[src/rtl/pipe_stage_reg.sv]
// Two-entry skid-buffered pipeline register: 1-cycle latency, in_ready is a flop (no out_ready->in_ready path), FULL backpressures.
// Define PIPE_STALL_CNT_EN to add the stall_cnt port counting cycles with out_valid high and out_ready low.
module pipe_stage_reg #(
  parameter int DATA_W = 32,
  parameter int CTRL_W = 4
) (
  input  logic              CLK,
  input  logic              RST,
  input  logic              in_valid,
  output logic              in_ready,
  input  logic [CTRL_W-1:0] in_ctrl,
  input  logic [DATA_W-1:0] in_data,
  input  logic              flush,
  output logic              out_valid,
  input  logic              out_ready,
  output logic [CTRL_W-1:0] out_ctrl,
  output logic [DATA_W-1:0] out_data
`ifdef PIPE_STALL_CNT_EN
  ,
  output logic [31:0]       stall_cnt
`endif
);

  typedef enum logic [1:0] {
    EMPTY = 2'd0,
    ONE   = 2'd1,
    FULL  = 2'd2
  } state_t;

  state_t            state;
  state_t            state_nxt;
  logic              push;
  logic              pop;
  logic              load_main_in;
  logic              load_main_skid;
  logic              load_skid;
  logic              clr_main;
  logic              clr_skid;
  logic [CTRL_W-1:0] main_ctrl;
  logic [DATA_W-1:0] main_data;
  logic [CTRL_W-1:0] skid_ctrl;
  logic [DATA_W-1:0] skid_data;

  assign push     = in_valid & in_ready;
  assign pop      = out_valid & out_ready;
  // main_ctrl is kept zero whenever the stage is empty, so a bubble is a NOP
  assign out_ctrl = main_ctrl;
  assign out_data = main_data;

  always_comb begin
    state_nxt      = state;
    load_main_in   = 1'b0;
    load_main_skid = 1'b0;
    load_skid      = 1'b0;
    clr_main       = 1'b0;
    clr_skid       = 1'b0;
    if (flush) begin
      state_nxt = EMPTY;
      clr_main  = 1'b1;
      clr_skid  = 1'b1;
    end else begin
      case (state)
        EMPTY: begin
          if (push) begin
            state_nxt    = ONE;
            load_main_in = 1'b1;
          end
        end
        ONE: begin
          if (push && pop) begin
            load_main_in = 1'b1;
          end else if (push) begin
            state_nxt = FULL;
            load_skid = 1'b1;
          end else if (pop) begin
            state_nxt = EMPTY;
            clr_main  = 1'b1;
          end
        end
        FULL: begin
          if (pop) begin
            state_nxt      = ONE;
            load_main_skid = 1'b1;
            clr_skid       = 1'b1;
          end
        end
        default: begin
          state_nxt = EMPTY;
          clr_main  = 1'b1;
          clr_skid  = 1'b1;
        end
      endcase
    end
  end

  always_ff @(posedge CLK or posedge RST) begin
    if (RST) begin
      state     <= EMPTY;
      in_ready  <= 1'b1;
      out_valid <= 1'b0;
    end else begin
      state     <= state_nxt;
      in_ready  <= (state_nxt != FULL);
      out_valid <= (state_nxt != EMPTY);
    end
  end

  always_ff @(posedge CLK or posedge RST) begin
    if (RST) begin
      main_ctrl <= '0;
      main_data <= '0;
      skid_ctrl <= '0;
      skid_data <= '0;
    end else begin
      if (load_main_in) begin
        main_ctrl <= in_ctrl;
        main_data <= in_data;
      end else if (load_main_skid) begin
        main_ctrl <= skid_ctrl;
        main_data <= skid_data;
      end else if (clr_main) begin
        main_ctrl <= '0;
      end
      if (load_skid) begin
        skid_ctrl <= in_ctrl;
        skid_data <= in_data;
      end else if (clr_skid) begin
        skid_ctrl <= '0;
        skid_data <= '0;
      end
    end
  end

`ifdef PIPE_STALL_CNT_EN
  // Cleared only by reset; flush leaves the count intact
  always_ff @(posedge CLK or posedge RST) begin
    if (RST) begin
      stall_cnt <= '0;
    end else if (out_valid && !out_ready) begin
      stall_cnt <= stall_cnt + 32'd1;
    end
  end
`endif

endmodule

[config.mk]
export PLATFORM = sky130hd
export DESIGN_NAME = pipe_stage_reg
export DESIGN_NICKNAME = d
export VERILOG_FILES = /design/src/rtl/pipe_stage_reg.sv
export SDC_FILE = /design/constraint.sdc
export NUM_CORES = 1
export LEC_CHECK = 0
export CORE_ASPECT_RATIO = 1.25
export CORE_MARGIN = 2
export CORE_UTILIZATION = 25
export DETAILED_ROUTE_END_ITERATION = 12
export GPL_TIMING_DRIVEN = 0
export HOLD_SLACK_MARGIN = 0.02
export MAX_ROUTING_LAYER = met4
export PLACE_DENSITY_LB_ADDON = 0.25
export SYNTH_ARGS = -nofsm -noshare
export SYNTH_HDL_FRONTEND = slang
export SYNTH_SLANG_ARGS = --single-unit
export TNS_END_PERCENT = 20
[constraint.sdc]
create_clock -name CLK -period 3.3 [get_ports CLK]
set_input_delay 0.66 -clock CLK [delete_from_list [all_inputs] [get_ports CLK]]
set_output_delay 0.66 -clock CLK [all_outputs]
set_load 0.01 [all_outputs]
== Word-level counts from Yosys, hierarchy flattened ==
Cells that the tools add are included.
Operators by class
  $add $sub $neg: 0
  multiply operators: 0
  div/mod/pow operators: 0
  order comparisons: 0
  equal/unequal tests: 3
  shift-type cells: 0
  mux-type cells: 32
  bitwise logic cells: 2
  reductions and logical operators: 8
Operators with widths (count)
  $mux W32: 4
  $mux W4: 5
  $mux W1: 13
  $mux W2: 6
  $pmux W1 S2: 3
  $pmux W2 S3: 1
  $reduce_bool A2 Y1: 3
  $reduce_or A2 Y1: 2
  $reduce_bool A3 Y1: 1
  $and A1 B1 Y1: 2
  $eq A2 B1 Y1 const B: 1
  $eq A2 B2 Y1 const B: 1
  $logic_not A2 Y1: 1
  $ne A2 B2 Y1 const B: 1
  $logic_and A1 B1 Y1: 1
Storage, ports and cells
  flip-flop bits (word level): 76
  latch bits: 0
  bits in writable memories: 0
  ROM bits: 0
  bits of input ports: 41
  logic and storage cells: 52
  memories kept: 0

== Depth between registers and ports, before layout ==
Gate-level depths: netlist of the first run.
  depth after elaboration: 9
  gate-level depth with buffers: 7
  mapped depth without buffers: 4

== Least setup slack after synthesis of the first run ==
Ideal clock, no wire load.
  path type: in2reg
  from: input in_valid
  to: register main_data[10] (netlist: out_data[10])
  arrival time: 1530 ps
  path slack: 1647 ps
  stages on the path: 6
  path buffers: 2
  path through: and4bb_1 > and2_1 > buf_4 > buf_6 > a22oi_2 > nand2_1
Between the ends
  cells in the longest elaborated chain, start to end: 6
  elaborated cells between the ends (all ways): 8
  classes of those cells: mux: 5; bitwise: 1; reduce/logical: 2
Ends and longest elaborated chain
  from (decl): RTL line 9  | input logic in_valid,
  $and A1 B1 Y1 (*): RTL line 44  | assign push = in_valid & in_ready;
  $logic_and A1 B1 Y1: RTL line 70  | if (push && pop) begin
  $mux W1: RTL line 70
  $pmux W1 S2 (*): RTL line 62  | case (state)
  $mux W1 (*): RTL line 57  | if (flush) begin
  $mux W32 or $reduce_bool A2 Y1 (tied branches)
  to (signal assigned): RTL line 117  | main_data <= in_data;
  to (signal assigned): RTL line 120  | main_data <= skid_data;
  to (decl): RTL line 40  | logic [DATA_W-1:0] main_data;
Mark *: on every way between the ends. The rest lies on a longest branch, timed or not.
A chain may end at the register's enable or synchronous reset.

== Worst setup path in the final report of the first run ==
  from: input out_ready
  to: register skid_ctrl[3]
Between the ends
  cells in the longest elaborated chain, start to end: 6
  elaborated cells between the ends (all ways): 10
  classes of those cells: mux: 7; bitwise: 1; reduce/logical: 2
Ends and longest elaborated chain
  from (decl): RTL line 15  | input logic out_ready,
  $and A1 B1 Y1 (*): RTL line 45  | assign pop = out_valid & out_ready;
  $logic_and A1 B1 Y1: RTL line 70
  $mux W1: RTL line 70
  $mux W1: RTL line 62
  $mux W1: RTL line 57
  $mux W4 or $reduce_bool A2 Y1 (tied branches)
  to (signal assigned): RTL line 125  | skid_ctrl <= in_ctrl;
  to (decl): RTL line 41  | logic [CTRL_W-1:0] skid_ctrl;
Marks and branches as above.

==> results of run 1 <==
## worst max-delay path, delay by kind of cell
| family | cells | cell delay (ns) |
|---|---|---|
| buffers and inverters | 2 | 0.85 |
| and+or+nand+nor | 1 | 0.21 |
| AOI/OAI and AO/OA | 3 | 0.72 |
## per-layer routing
metal  global-route usage, %  vias to the layer above
met1                    16.8                     1172
li1                        -                     1141
met2                    20.0                       72
met5                       -                        -
met3                    2.36                       12
met4                    6.28                        0
## final cells by class
class | count | area share (%)
buffer | 20 | 3.00
clock buffer | 11 | 5.67
clock inverter | 5 | 1.32
inverter | 6 | 0.562
multi-input combinational | 163 | 24.2
sequential | 76 | 42.7
tap | 164 | 4.61
timing repair buffer | 79 | 18.0
## cells in the mapped netlist
cell type	n	area, µm²
sky130_fd_sc_hd__a211o_1	1	8.76
sky130_fd_sc_hd__a21bo_2	1	10.0
sky130_fd_sc_hd__a21o_1	1	7.51
sky130_fd_sc_hd__a21oi_1	3	15.0
sky130_fd_sc_hd__a21oi_2	1	8.76
sky130_fd_sc_hd__a221oi_1	1	8.76
sky130_fd_sc_hd__a222oi_1	4	40.0
sky130_fd_sc_hd__a22o_1	36	315
sky130_fd_sc_hd__a22oi_1	22	165
sky130_fd_sc_hd__a22oi_2	10	125
sky130_fd_sc_hd__a32oi_2	1	16.3
sky130_fd_sc_hd__and2_1	2	12.5
sky130_fd_sc_hd__and3_1	1	6.26
sky130_fd_sc_hd__and4bb_1	1	12.5
sky130_fd_sc_hd__buf_2	11	55.1
sky130_fd_sc_hd__buf_4	6	45.0
sky130_fd_sc_hd__buf_6	3	33.8
sky130_fd_sc_hd__dfrtp_1	75	1880
sky130_fd_sc_hd__dfstp_2	1	26.3
sky130_fd_sc_hd__inv_1	6	22.5
sky130_fd_sc_hd__nand2_1	66	248
sky130_fd_sc_hd__nand2b_1	1	6.26
sky130_fd_sc_hd__nand3_1	1	5.00
sky130_fd_sc_hd__nor2_1	2	7.51
sky130_fd_sc_hd__nor2b_1	1	6.26
sky130_fd_sc_hd__nor2b_2	1	8.76
sky130_fd_sc_hd__o21ai_0	1	5.00
sky130_fd_sc_hd__o21bai_1	1	7.51
sky130_fd_sc_hd__o22ai_1	1	6.26
sky130_fd_sc_hd__o31a_1	1	8.76
sky130_fd_sc_hd__or2_2	1	6.26
sky130_fd_sc_hd__xnor2_1	1	8.76
## sequential cells by signal (all words and copies together), names as in the netlist
name / cells
out_data: 32
out_valid: 1
in_ready: 1
skid_data: 32
out_ctrl: 4
state: 2
skid_ctrl: 4
## logic make-up (layout without fill, tap and decap cells)
group,after synthesis,count (layout)
compound gates,85,85
buf+inv,26,121
simple gates,77,77
xor+xnor,1,1
flops,76,76
## power groups by stage
stage,combinational (mW),sequential (mW),clock [mW]
final,0.566,1.13,1.02
after global routing,0.623,1.14,1.09
after CTS,0.579,1.13,1.05
after detailed placement,0.575,1.14,0
after global placement,0.567,1.14,0
after floorplan,0.198,1.18,0
## worst min path at each step
stage | depth (start not counted) | start | to | slack [ns]
floorplan | 2 | skid_ctrl[3] | out_ctrl[3] | 0.46
global placement | 2 | out_data[16] | out_data[16] | 0.46
detailed placement | 2 | out_data[18] | out_data[18] | 0.46
CTS | 2 | out_data[18] | out_data[18] | 0.48
global route | 2 | out_data[18] | out_data[18] | 0.49
finish | 2 | out_data[18] | out_data[18] | 0.47
==> report_table.html, run 1 <==
<table>
<tr><th>Metric</th><th>Value</th></tr>
<tr><th colspan="2">Outcome</th></tr>
<tr><td>Outcome</td><td>complete, no violations</td></tr>
<tr><th colspan="2">Global routing</th></tr>
<tr><td>Maximum number of pins on one net before global-route repair</td><td>40</td></tr>
<tr><td>GRT Total Usage</td><td>13.1%</td></tr>
<tr><td>Via count of the first global-routing pass</td><td>2,473</td></tr>
<tr><td>Initial antenna violation count</td><td>0</td></tr>
<tr><td>First-pass GRT wire length</td><td>13.2 mm</td></tr>
<tr><td>GR Overflow Total</td><td>0</td></tr>
<tr><th colspan="2">Timing</th></tr>
<tr><td>Worst slew margin</td><td>65.8%</td></tr>
<tr><td>Clock period minus final worst setup slack</td><td>2.18 ns</td></tr>
<tr><td>Sum Neg Setup Slack</td><td>0 ns</td></tr>
<tr><td>Worst hold slack</td><td>0.473 ns</td></tr>
<tr><td>Total count of hold-check failures in the final report</td><td>0</td></tr>
<tr><td>Achievable frequency</td><td>0.460 GHz</td></tr>
<tr><td>Largest clock skew in the final design</td><td>0.00698 ns</td></tr>
<tr><td>Slew at the pin closest to its max-slew limit</td><td>0.513 ns</td></tr>
<tr><td>Slew Viols, Final</td><td>0</td></tr>
<tr><td>Min setup slack post-route</td><td>1.12 ns</td></tr>
<tr><td>Ratio of final minimum period to clock period</td><td>65.9%</td></tr>
<tr><td>RSZ-0062 raised after global routing</td><td>no</td></tr>
<tr><td>Final-report setup violation count</td><td>0</td></tr>
<tr><th colspan="2">CTS</th></tr>
<tr><td>Clock sink total</td><td>76</td></tr>
<tr><td>Clock insertion delay at the later pin of the skew report</td><td>0.33 ns</td></tr>
<tr><td>Number of buffers inserted during clock tree synthesis</td><td>9</td></tr>
<tr><td>H-tree depth</td><td>3</td></tr>
<tr><td>Number of buffers on the longest clock path</td><td>2</td></tr>
<tr><td>Hold-fix buffers at CTS</td><td>0</td></tr>
<tr><td>Master cell of the clock root buffer</td><td>sky130_fd_sc_hd__clkbuf_16</td></tr>
<tr><td>Post-cts repair resize count</td><td>0</td></tr>
<tr><td>Clock tree from TritonCTS</td><td>done</td></tr>
<tr><td>Number of setup buffers added after CTS</td><td>0</td></tr>
<tr><td>Clock slew at the register clock pins of the worst setup and hold paths</td><td>0.06 ns</td></tr>
<tr><th colspan="2">Synthesis</th></tr>
<tr><td>XOR/XNOR share of the synthesized area</td><td>0.279%</td></tr>
<tr><td>Flip-flop and latch count after synthesis</td><td>76</td></tr>
<tr><td>Main combinational cell family by area after synthesis</td><td>compound AO/OA/AOI/OAI gates</td></tr>
<tr><td>Number of different library cells in the post-synthesis netlist</td><td>32</td></tr>
<tr><td>Number of standard cells after synthesis</td><td>265</td></tr>
<tr><td>Post-Synth Adder-Cell Area</td><td>0%</td></tr>
<tr><td>Fraction of the mapped netlist area in compound gates</td><td>23.9%</td></tr>
<tr><td>Portion of the post-synthesis area used by sequential elements</td><td>60.7%</td></tr>
<tr><td>Count of synthesis-stage warnings from yosys</td><td>0</td></tr>
<tr><td>Summed instance area of the synthesized netlist</td><td>3140 µm²</td></tr>
<tr><td>Mean Syn Cell Area</td><td>11.8 µm²</td></tr>
<tr><td>Net Count, Synth</td><td>306</td></tr>
<tr><td>Multiplexer area fraction after synthesis</td><td>0%</td></tr>
<tr><td>Post-Synth Simple-Gate Area</td><td>10.2%</td></tr>
<tr><th colspan="2">Routing</th></tr>
<tr><td>Total met3 wirelength after detailed routing</td><td>298 µm</td></tr>
<tr><td>DRC errors left</td><td>0</td></tr>
<tr><td>Mean number of vias per cell</td><td>4.57</td></tr>
<tr><td>Routed length per placed instance</td><td>15.3 µm</td></tr>
<tr><td>Remaining number of nets flagged by the antenna check after routing</td><td>0</td></tr>
<tr><td>Vias post-DR</td><td>2,397</td></tr>
<tr><td>Detailed route wirelength on metal2</td><td>3.78 mm</td></tr>
<tr><td>First-pass DRT Iterations</td><td>4</td></tr>
<tr><td>Routed met1 length</td><td>3.76 mm</td></tr>
<tr><td>DR iter-0 viols</td><td>107</td></tr>
<tr><td>Routed WL</td><td>8.00 mm</td></tr>
<tr><td>Top sig layer</td><td>met4</td></tr>
<tr><th colspan="2">Cells and area</th></tr>
<tr><td>Cell area after layout</td><td>4460 µm²</td></tr>
<tr><td>Leading cell types in the layout, fill and taps excluded</td><td>78 x sky130_fd_sc_hd__clkdlybuf4s50_1, 75 x sky130_fd_sc_hd__dfrtp_1, 66 x sky130_fd_sc_hd__nand2_1</td></tr>
<tr><td>Final instance count without filler cells</td><td>524</td></tr>
<tr><td>Number of diodes added for antenna fixing</td><td>0</td></tr>
<tr><td>Multi-input gate area</td><td>1080 µm²</td></tr>
<tr><td>Register area</td><td>1900 µm²</td></tr>
<tr><td>Most frequent standard cell in the layout excluding fill and tap cells</td><td>sky130_fd_sc_hd__clkdlybuf4s50_1</td></tr>
<tr><td>Synth-to-Final Area Change</td><td>42.1%</td></tr>
<tr><td>Final net count</td><td>396</td></tr>
<tr><td>Fraction of layout instances using a drive strength above 1</td><td>15.0%</td></tr>
<tr><td>Layout fillers</td><td>1,251</td></tr>
<tr><td>Final cell utilization of the core</td><td>36.5%</td></tr>
<tr><th colspan="2">Power and ir drop</th></tr>
<tr><td>Power density over cell area</td><td>608 nW/µm²</td></tr>
<tr><td>Clock network fraction of total power</td><td>37.5%</td></tr>
<tr><td>Switching power summed over all nets</td><td>0.712 mW</td></tr>
<tr><td>Net switching share of the total power</td><td>26.3%</td></tr>
<tr><td>Internal</td><td>2.00 mW</td></tr>
<tr><td>LEAKAGE</td><td>2.07 nW</td></tr>
<tr><td>Sequential Power Share</td><td>41.6%</td></tr>
<tr><td>Total power after layout</td><td>2.71 mW</td></tr>
<tr><td>Fraction of power consumed by combinational cells</td><td>20.9%</td></tr>
<tr><td>Largest vdd supply drop</td><td>0.208 mV</td></tr>
<tr><th colspan="2">Hold path</th></tr>
<tr><td>Worst hold-check path type</td><td>reg -&gt; reg</td></tr>
<tr><th colspan="2">Setup path</th></tr>
<tr><td>Maximum fanout count along the critical path</td><td>10</td></tr>
<tr><td>Capturing instance or port of the critical path</td><td>skid_ctrl[3]</td></tr>
<tr><td>Cell count of the worst reg-to-reg path</td><td>5</td></tr>
<tr><td>Register-to-register setup slack</td><td>1.57 ns</td></tr>
<tr><td>Arrival time at the worst endpoint</td><td>2.44 ns</td></tr>
<tr><td>Critical register-to-register path startpoint</td><td>out_valid</td></tr>
<tr><td>Critical path class</td><td>in -&gt; reg</td></tr>
<tr><td>FF-to-FF End</td><td>skid_ctrl[3]</td></tr>
<tr><td>Cell type of the slowest stage on the worst timing path</td><td>sky130_fd_sc_hd__clkdlybuf4s50_1</td></tr>
<tr><td>Startpoint Class</td><td>input pin</td></tr>
<tr><td>Delay contributed by the slowest stage of the critical path</td><td>0.51 ns</td></tr>
<tr><td>Critical path origin</td><td>out_ready</td></tr>
<tr><td>Cells along the critical path</td><td>clkdlybuf4s50_1, and2_1, o21bai_1, a21oi_2, buf_2, a22o_1</td></tr>
<tr><td>Critical path capture point type</td><td>flop</td></tr>
<tr><td>Worst Path Required</td><td>3.57 ns</td></tr>
<tr><th colspan="2">Floorplan</th></tr>
<tr><td>Die Area</td><td>13,500 µm²</td></tr>
<tr><td>Core outline area</td><td>12,200 µm²</td></tr>
<tr><td>Effective utilization at floorplan</td><td>25.7%</td></tr>
<tr><td>Floorplan row count</td><td>45</td></tr>
<tr><td># IOs</td><td>79</td></tr>
<tr><td>Die outline height</td><td>129 µm</td></tr>
<tr><td>Chip width</td><td>104 µm</td></tr>
<tr><th colspan="2">Place</th></tr>
<tr><td>Total half-perimeter wirelength after legalization and detailed placement</td><td>5.30 mm</td></tr>
<tr><td>Placed inst area</td><td>4140 µm²</td></tr>
<tr><td>Minimum setup slack after placement</td><td>0.727 ns</td></tr>
<tr><td>RD Place Congestion</td><td>0.773</td></tr>
<tr><td>IO Port Bufs</td><td>78</td></tr>
<tr><td>Placed cell count</td><td>508</td></tr>
<tr><th colspan="2">Run</th></tr>
<tr><td>Number of violations of the max-capacitance limit</td><td>0</td></tr>
</table>
No activity file was read; power rests on OpenSTA's default activity.
==> inputs of run 2 (changes only) <==
==> constraint.sdc (replaced) <==
create_clock -name CLK -period 2.2 [get_ports CLK]
set_input_delay 0.44 -clock CLK [delete_from_list [all_inputs] [get_ports CLK]]
set_output_delay 0.44 -clock CLK [all_outputs]
set_load 0.01 [all_outputs]
==> report_table.html, run 2 (synthesized netlist as in run 1, its figures left out) <==
<table>
<tr><th>Metric</th><th>Value</th></tr>
<tr><th colspan="2">Routing</th></tr>
<tr><td>Routed length per placed instance</td><td>15.1 µm (was 15.3 µm)</td></tr>
<tr><td>Remaining number of nets flagged by the antenna check after routing</td><td>0 (unchanged)</td></tr>
<tr><td>Mean number of vias per cell</td><td>4.55 (was 4.57)</td></tr>
<tr><td>DR iter-0 viols</td><td>91 (was 107)</td></tr>
<tr><td>Routed WL</td><td>7.93 mm (was 8.00 mm)</td></tr>
<tr><td>First-pass DRT Iterations</td><td>4 (unchanged)</td></tr>
<tr><td>DRC errors left</td><td>0 (unchanged)</td></tr>
<tr><td>Vias post-DR</td><td>2,384 (was 2,397)</td></tr>
<tr><th colspan="2">Timing</th></tr>
<tr><td>Slew Viols, Final</td><td>0 (unchanged)</td></tr>
<tr><td>Total count of hold-check failures in the final report</td><td>0 (unchanged)</td></tr>
<tr><td>Worst hold slack</td><td>0.471 ns (was 0.473 ns)</td></tr>
<tr><td>Final-report setup violation count</td><td>0 (unchanged)</td></tr>
<tr><td>Slew at the pin closest to its max-slew limit</td><td>0.849 ns (was 0.513 ns)</td></tr>
<tr><td>Worst slew margin</td><td>43.3% (was 65.8%)</td></tr>
<tr><td>Clock period minus final worst setup slack</td><td>1.99 ns</td></tr>
<tr><td>Ratio of final minimum period to clock period</td><td>90.4%</td></tr>
<tr><td>Largest clock skew in the final design</td><td>0.00525 ns (was 0.00698 ns)</td></tr>
<tr><td>Achievable frequency</td><td>0.503 GHz</td></tr>
<tr><td>RSZ-0062 raised after global routing</td><td>no (unchanged)</td></tr>
<tr><th colspan="2">Power and ir drop</th></tr>
<tr><td>Power density over cell area</td><td>934 nW/µm² (was 608 nW/µm²)</td></tr>
<tr><td>Largest vdd supply drop</td><td>0.394 mV (was 0.208 mV)</td></tr>
<tr><td>LEAKAGE</td><td>2.08 nW (was 2.07 nW)</td></tr>
<tr><td>Total power after layout</td><td>4.18 mW (was 2.71 mW)</td></tr>
<tr><th colspan="2">Floorplan</th></tr>
<tr><td>Chip width</td><td>104 µm (unchanged)</td></tr>
<tr><td>Floorplan row count</td><td>45 (unchanged)</td></tr>
<tr><td>Die Area</td><td>13,500 µm² (unchanged)</td></tr>
<tr><td>Effective utilization at floorplan</td><td>25.7% (unchanged)</td></tr>
<tr><td>Die outline height</td><td>129 µm (unchanged)</td></tr>
<tr><td># IOs</td><td>79 (unchanged)</td></tr>
<tr><td>Core outline area</td><td>12,200 µm² (unchanged)</td></tr>
<tr><th colspan="2">CTS</th></tr>
<tr><td>Master cell of the clock root buffer</td><td>sky130_fd_sc_hd__clkbuf_16 (unchanged)</td></tr>
<tr><td>Post-cts repair resize count</td><td>0 (unchanged)</td></tr>
<tr><td>Number of buffers inserted during clock tree synthesis</td><td>9 (unchanged)</td></tr>
<tr><td>Clock sink total</td><td>76 (unchanged)</td></tr>
<tr><td>Number of setup buffers added after CTS</td><td>0 (unchanged)</td></tr>
<tr><td>Clock tree from TritonCTS</td><td>done (unchanged)</td></tr>
<tr><td>Clock insertion delay at the later pin of the skew report</td><td>0.33 ns (about the same)</td></tr>
<tr><td>Number of buffers on the longest clock path</td><td>2 (unchanged)</td></tr>
<tr><td>Hold-fix buffers at CTS</td><td>0 (unchanged)</td></tr>
<tr><td>H-tree depth</td><td>3 (unchanged)</td></tr>
<tr><td>Clock slew at the register clock pins of the worst setup and hold paths</td><td>0.06 ns (about the same)</td></tr>
<tr><th colspan="2">Cells and area</th></tr>
<tr><td>Most frequent standard cell in the layout excluding fill and tap cells</td><td>sky130_fd_sc_hd__clkdlybuf4s50_1 (unchanged)</td></tr>
<tr><td>Multi-input gate area</td><td>1080 µm² (unchanged)</td></tr>
<tr><td>Fraction of layout instances using a drive strength above 1</td><td>14.4% (was 15.0%)</td></tr>
<tr><td>Leading cell types in the layout, fill and taps excluded</td><td>78 x sky130_fd_sc_hd__clkdlybuf4s50_1, 75 x sky130_fd_sc_hd__dfrtp_1, 66 x sky130_fd_sc_hd__nand2_1 (unchanged)</td></tr>
<tr><td>Register area</td><td>1900 µm² (unchanged)</td></tr>
<tr><td>Synth-to-Final Area Change</td><td>42.8% (was 42.1%)</td></tr>
<tr><td>Layout fillers</td><td>1,268 (was 1,251)</td></tr>
<tr><td>Final cell utilization of the core</td><td>36.7% (was 36.5%)</td></tr>
<tr><td>Final net count</td><td>396 (unchanged)</td></tr>
<tr><td>Number of diodes added for antenna fixing</td><td>0 (unchanged)</td></tr>
<tr><th colspan="2">Setup path</th></tr>
<tr><td>Critical path class</td><td>in -&gt; reg (unchanged)</td></tr>
<tr><td>Arrival time at the worst endpoint</td><td>2.25 ns (was 2.44 ns)</td></tr>
<tr><td>Delay-heaviest family, CP</td><td>buffers and inverters (unchanged)</td></tr>
<tr><td>Cells along the critical path</td><td>clkdlybuf4s50_1, and2_1, o21bai_1, a21oi_2, buf_2, a22o_1 (unchanged)</td></tr>
<tr><td>Number of buffer and inverter stages on the critical path</td><td>2 (unchanged)</td></tr>
<tr><td>Delay contributed by the slowest stage of the critical path</td><td>0.52 ns (was 0.51 ns)</td></tr>
<tr><td>Critical path capture point type</td><td>flop (unchanged)</td></tr>
<tr><td>Startpoint Class</td><td>input pin (unchanged)</td></tr>
<tr><td>Maximum fanout count along the critical path</td><td>10 (unchanged)</td></tr>
<tr><td>Worst Path Required</td><td>2.46 ns (was 3.57 ns)</td></tr>
<tr><td>Cell type of the slowest stage on the worst timing path</td><td>sky130_fd_sc_hd__clkdlybuf4s50_1 (unchanged)</td></tr>
<tr><th colspan="2">Global routing</th></tr>
<tr><td>Initial antenna violation count</td><td>0 (unchanged)</td></tr>
<tr><td>Maximum number of pins on one net before global-route repair</td><td>41 (was 40)</td></tr>
<tr><td>Met3 GRT Util</td><td>2.92% (was 2.36%)</td></tr>
<tr><td>Layer with the highest usage after global routing</td><td>met2 (unchanged)</td></tr>
<tr><td>First-pass GRT wire length</td><td>12.9 mm (was 13.2 mm)</td></tr>
<tr><td>GR Overflow Total</td><td>0 (unchanged)</td></tr>
<tr><td>Via count of the first global-routing pass</td><td>2,463 (was 2,473)</td></tr>
<tr><td>Met1 track demand over resource</td><td>16.4% (was 16.8%)</td></tr>
<tr><td>GRT Total Usage</td><td>12.6% (was 13.1%)</td></tr>
<tr><td>Met2 Usage GRT</td><td>19.3% (was 20.0%)</td></tr>
<tr><th colspan="2">Outcome</th></tr>
<tr><td>Outcome</td><td>complete, no violations (unchanged)</td></tr>
<tr><th colspan="2">Run</th></tr>
<tr><td>Number of violations of the max-capacitance limit</td><td>0 (unchanged)</td></tr>
<tr><th colspan="2">Place</th></tr>
<tr><td>IO Port Bufs</td><td>78 (unchanged)</td></tr>
<tr><td>RD Place Congestion</td><td>0.773 (about the same)</td></tr>
<tr><td>Total half-perimeter wirelength after legalization and detailed placement</td><td>5.29 mm (was 5.30 mm)</td></tr>
<tr><th colspan="2">Hold path</th></tr>
<tr><td>Worst hold-check path type</td><td>reg -&gt; reg (unchanged)</td></tr>
</table>
run 2: changes by cell type in the layout (fill, tap and decap cells not counted), sizes merged:
cell | before | now
bufinv | 1 | 3
clkinv | 1 | 2
clkinvlp | 2 | 1
inv | 7 | 5
run 2: routing by layer:
layer | wire length, µm | part of all wire [%]
met1 | 3810 | 48
met2 | 3710 | 47
met3 | 321 | 4.0
met4 | 91 | 1.1
met5 | 0 | 0
run 2: report_power, final:
part | total, mW | switching [mW] | internal [mW]
clock | 1.65 | 0.547 | 1.10
combinational | 0.847 | 0.378 | 0.469
sequential | 1.69 | 0.101 | 1.58
run 2: layout make-up:
cell class,instances,share of cell area (%)
Clock inverter,5,2.24
Buffer,20,2.99
Tap cell,164,4.58
Sequential cell,76,42.5
Inverter,6,0.587
Multi-Input combinational cell,163,24.0
Timing Repair Buffer,79,17.9
Clock buffer,11,5.20
run 2: stage by stage:
stage	TNS, ns	std cells	area, µm²	setup slack [ns]
5_1_grt	0	524	4480	0.0367
2_1_floorplan	0	265	3140	0.747
3_3_place_gp	-6.56	507	4130	-0.133
4_1_cts	0	524	4480	0.155
6_report	0	524	4480	0.211
3_5_place_dp	-4.73	508	4150	-0.176
run 2: worst paths after layout:
kind	end	slack, ns	startpoint	cells after the start
setup / recovery	skid_data[3]	0.21	out_ready	6
hold / removal	out_data[10]	0.47	out_data[10]	2
setup reg to reg	skid_data[3]	0.45	out_valid	5
hold reg to reg	out_data[10]	0.47	out_data[10]	2
max in group asynchronous	skid_ctrl[0]	0.91	RST	3
min in group asynchronous	out_data[12]	0.63	RST	2
run 2: worst min-delay path: cells and delay by family (launching register included):
| kind | cells | cell delay (ns) |
|---|---|---|
| and+or+nand+nor | 2 | 0.10 |
| DFF | 1 | 0.34 |
==> inputs of run 3 (changes only) <==
--- a/config.mk
+++ b/config.mk
@@ -13,6 +13,7 @@
 export HOLD_SLACK_MARGIN = 0.02
 export MAX_ROUTING_LAYER = met4
 export PLACE_DENSITY_LB_ADDON = 0.25
+export SLEW_MARGIN = 10
 export SYNTH_ARGS = -nofsm -noshare
 export SYNTH_HDL_FRONTEND = slang
 export SYNTH_SLANG_ARGS = --single-unit
==> report_table.html, run 3 (synthesized netlist as in run 1, its figures left out) <==
<table>
<tr><th>Metric</th><th>Value</th></tr>
<tr><th colspan="2">Outcome</th></tr>
<tr><td>Outcome</td><td>complete, no violations (unchanged)</td></tr>
<tr><th colspan="2">Cells and area</th></tr>
<tr><td>Fraction of layout instances using a drive strength above 1</td><td>14.7% (was 14.4%)</td></tr>
<tr><td>Layout fillers</td><td>1,242 (was 1,268)</td></tr>
<tr><td>Synth-to-Final Area Change</td><td>43.5% (was 42.8%)</td></tr>
<tr><td>Multi-input gate area</td><td>1080 µm² (unchanged)</td></tr>
<tr><td>Number of diodes added for antenna fixing</td><td>0 (unchanged)</td></tr>
<tr><td>Cell area after layout</td><td>4500 µm² (was 4480 µm²)</td></tr>
<tr><td>Most frequent standard cell in the layout excluding fill and tap cells</td><td>sky130_fd_sc_hd__clkdlybuf4s50_1 (unchanged)</td></tr>
<tr><td>Register area</td><td>1900 µm² (unchanged)</td></tr>
<tr><td>Final net count</td><td>397 (was 396)</td></tr>
<tr><td>Leading cell types in the layout, fill and taps excluded</td><td>78 x sky130_fd_sc_hd__clkdlybuf4s50_1, 75 x sky130_fd_sc_hd__dfrtp_1, 66 x sky130_fd_sc_hd__nand2_1 (unchanged)</td></tr>
<tr><th colspan="2">Setup path</th></tr>
<tr><td>Cells along the critical path</td><td>clkdlybuf4s50_1, and2_1, o21bai_1, a21oi_2, buf_2, a22o_1 (unchanged)</td></tr>
<tr><td>Delay contributed by the slowest stage of the critical path</td><td>0.53 ns (was 0.52 ns)</td></tr>
<tr><td>Critical register-to-register path startpoint</td><td>out_valid (unchanged)</td></tr>
<tr><td>Cell type of the slowest stage on the worst timing path</td><td>sky130_fd_sc_hd__clkdlybuf4s50_1 (unchanged)</td></tr>
<tr><td>Number of cells on the critical path</td><td>6 (unchanged)</td></tr>
<tr><td>FF-to-FF End</td><td>skid_data[3] (unchanged)</td></tr>
<tr><td>Critical path capture point type</td><td>flop (unchanged)</td></tr>
<tr><td>Capturing instance or port of the critical path</td><td>skid_data[3] (unchanged)</td></tr>
<tr><td>Worst Path Required</td><td>2.46 ns (about the same)</td></tr>
<tr><td>Arrival time at the worst endpoint</td><td>2.26 ns (was 2.25 ns)</td></tr>
<tr><td>Maximum fanout count along the critical path</td><td>10 (unchanged)</td></tr>
<tr><td>Register-to-register setup slack</td><td>0.46 ns (was 0.45 ns)</td></tr>
<tr><td>Critical path class</td><td>in -&gt; reg (unchanged)</td></tr>
<tr><td>Delay-heaviest family, CP</td><td>buffers and inverters (unchanged)</td></tr>
<tr><td>Number of buffer and inverter stages on the critical path</td><td>2 (unchanged)</td></tr>
<tr><td>Critical path origin</td><td>out_ready (unchanged)</td></tr>
<tr><td>Cell count of the worst reg-to-reg path</td><td>5 (unchanged)</td></tr>
<tr><td>Startpoint Class</td><td>input pin (unchanged)</td></tr>
<tr><th colspan="2">Floorplan</th></tr>
<tr><td>Effective utilization at floorplan</td><td>25.7% (unchanged)</td></tr>
<tr><td>Floorplan row count</td><td>45 (unchanged)</td></tr>
<tr><td>Chip width</td><td>104 µm (unchanged)</td></tr>
<tr><td>Die Area</td><td>13,500 µm² (unchanged)</td></tr>
<tr><td># IOs</td><td>79 (unchanged)</td></tr>
<tr><td>Die outline height</td><td>129 µm (unchanged)</td></tr>
<tr><td>Core outline area</td><td>12,200 µm² (unchanged)</td></tr>
<tr><th colspan="2">Power and ir drop</th></tr>
<tr><td>Largest vdd supply drop</td><td>0.383 mV (was 0.394 mV)</td></tr>
<tr><td>Fraction of power consumed by combinational cells</td><td>20.3% (was 20.2%)</td></tr>
<tr><td>Clock network fraction of total power</td><td>39.5% (about the same)</td></tr>
<tr><td>Sequential Power Share</td><td>40.2% (was 40.3%)</td></tr>
<tr><td>Net switching share of the total power</td><td>24.7% (was 24.5%)</td></tr>
<tr><td>Total power after layout</td><td>4.20 mW (was 4.18 mW)</td></tr>
<tr><td>Switching power summed over all nets</td><td>1.04 mW (was 1.03 mW)</td></tr>
<tr><td>Power density over cell area</td><td>933 nW/µm² (was 934 nW/µm²)</td></tr>
<tr><td>LEAKAGE</td><td>2.09 nW (was 2.08 nW)</td></tr>
<tr><td>Internal</td><td>3.16 mW (about the same)</td></tr>
<tr><th colspan="2">Routing</th></tr>
<tr><td>Remaining number of nets flagged by the antenna check after routing</td><td>0 (unchanged)</td></tr>
<tr><td>DRC errors left</td><td>0 (unchanged)</td></tr>
<tr><td>Routed WL</td><td>7.99 mm (was 7.93 mm)</td></tr>
<tr><td>Mean number of vias per cell</td><td>4.51 (was 4.55)</td></tr>
<tr><td>Routed length per placed instance</td><td>15.2 µm (was 15.1 µm)</td></tr>
<tr><td>Vias post-DR</td><td>2,367 (was 2,384)</td></tr>
<tr><td>First-pass DRT Iterations</td><td>7 (was 4)</td></tr>
<tr><td>DR iter-0 viols</td><td>88 (was 91)</td></tr>
<tr><th colspan="2">Global routing</th></tr>
<tr><td>Via count of the first global-routing pass</td><td>2,477 (was 2,463)</td></tr>
<tr><td>GRT Total Usage</td><td>12.8% (was 12.6%)</td></tr>
<tr><td>GR Overflow Total</td><td>0 (unchanged)</td></tr>
<tr><td>Initial antenna violation count</td><td>0 (unchanged)</td></tr>
<tr><td>Maximum number of pins on one net before global-route repair</td><td>36 (was 41)</td></tr>
<tr><td>First-pass GRT wire length</td><td>13.0 mm (was 12.9 mm)</td></tr>
<tr><th colspan="2">Timing</th></tr>
<tr><td>Slew at the pin closest to its max-slew limit</td><td>0.501 ns (was 0.849 ns)</td></tr>
<tr><td>Achievable frequency</td><td>0.501 GHz (was 0.503 GHz)</td></tr>
<tr><td>RSZ-0062 raised after global routing</td><td>no (unchanged)</td></tr>
<tr><td>Slew Viols, Final</td><td>0 (unchanged)</td></tr>
<tr><td>Ratio of final minimum period to clock period</td><td>90.8% (was 90.4%)</td></tr>
<tr><td>Worst slew margin</td><td>66.6% (was 43.3%)</td></tr>
<tr><td>Largest clock skew in the final design</td><td>0.00452 ns (was 0.00525 ns)</td></tr>
<tr><td>Sum Neg Setup Slack</td><td>0 ns (unchanged)</td></tr>
<tr><td>Min setup slack post-route</td><td>0.203 ns (was 0.211 ns)</td></tr>
<tr><td>Final-report setup violation count</td><td>0 (unchanged)</td></tr>
<tr><td>Total count of hold-check failures in the final report</td><td>0 (unchanged)</td></tr>
<tr><td>Clock period minus final worst setup slack</td><td>2.00 ns (was 1.99 ns)</td></tr>
<tr><th colspan="2">CTS</th></tr>
<tr><td>Clock slew at the register clock pins of the worst setup and hold paths</td><td>0.06 ns (about the same)</td></tr>
<tr><td>Master cell of the clock root buffer</td><td>sky130_fd_sc_hd__clkbuf_16 (unchanged)</td></tr>
<tr><td>Clock insertion delay at the later pin of the skew report</td><td>0.33 ns (about the same)</td></tr>
<tr><td>Clock sink total</td><td>76 (unchanged)</td></tr>
<tr><td>Clock tree from TritonCTS</td><td>done (unchanged)</td></tr>
<tr><td>H-tree depth</td><td>3 (unchanged)</td></tr>
<tr><td>Number of buffers inserted during clock tree synthesis</td><td>9 (unchanged)</td></tr>
<tr><td>Hold-fix buffers at CTS</td><td>0 (unchanged)</td></tr>
<tr><td>Number of buffers on the longest clock path</td><td>2 (unchanged)</td></tr>
<tr><td>Number of setup buffers added after CTS</td><td>0 (unchanged)</td></tr>
<tr><td>Post-cts repair resize count</td><td>0 (unchanged)</td></tr>
<tr><th colspan="2">Place</th></tr>
<tr><td>Minimum setup slack after placement</td><td>-0.168 ns (was -0.176 ns)</td></tr>
<tr><td>RD Place Congestion</td><td>0.773 (unchanged)</td></tr>
<tr><td>Total half-perimeter wirelength after legalization and detailed placement</td><td>5.36 mm (was 5.29 mm)</td></tr>
<tr><td>IO Port Bufs</td><td>78 (unchanged)</td></tr>
<tr><td>Placed inst area</td><td>4170 µm² (was 4150 µm²)</td></tr>
<tr><th colspan="2">Run</th></tr>
<tr><td>Number of violations of the max-capacitance limit</td><td>0 (unchanged)</td></tr>
<tr><th colspan="2">Hold path</th></tr>
<tr><td>Worst hold-check path type</td><td>in -&gt; async (was reg -&gt; reg)</td></tr>
</table>
[run 3: stage by stage]
step / instances / hold slack [ns] / util (%)
floorplan: 265 / 0.457 / -
global placement: 507 / 0.459 / 33.8
detailed placement: 509 / 0.462 / 34.1
CTS: 525 / 0.421 / 36.8
global route: 525 / 0.437 / 36.8
finish: 525 / 0.426 / 36.8
[run 3: area by class of cell]
class,instances,share of cell area (%)
plain buffers,20,2.98
repair buffers,80,18.2
multi-input cells,163,23.9
well taps,164,4.56
clock buffers,11,5.17
inverters,6,0.584
flip-flops and latches,76,42.3
clock inverters,5,2.23
[run 3: how the worst min path moves through the flow]
stage	cells past startpoint	to	from	slack, ns
5_1_grt	2	out_data[10]	RST	0.44
4_1_cts	2	out_data[10]	RST	0.42
3_5_place_dp	2	out_data[0]	out_data[0]	0.46
6_report	2	out_data[10]	RST	0.43
2_1_floorplan	2	out_ctrl[3]	skid_ctrl[3]	0.46
3_3_place_gp	2	out_data[11]	out_data[11]	0.46
[run 3: routing by layer]
layer	GRT usage, %	share of wire (%)
met1	16.9	49
met2	19.6	46
met3	2.87	4.1
met4	4.61	1.1
met5	-	0
[run 3: power groups by stage]
| stage | Sequential (mW) | Clock [mW] | Combinational (mW) |
|---|---|---|---|
| floorplan | 1.77 | 0 | 0.297 |
| global placement | 1.71 | 0 | 0.851 |
| detailed placement | 1.71 | 0 | 0.867 |
| CTS | 1.69 | 1.71 | 0.870 |
| global route | 1.71 | 1.77 | 0.934 |
| finish | 1.69 | 1.66 | 0.853 |
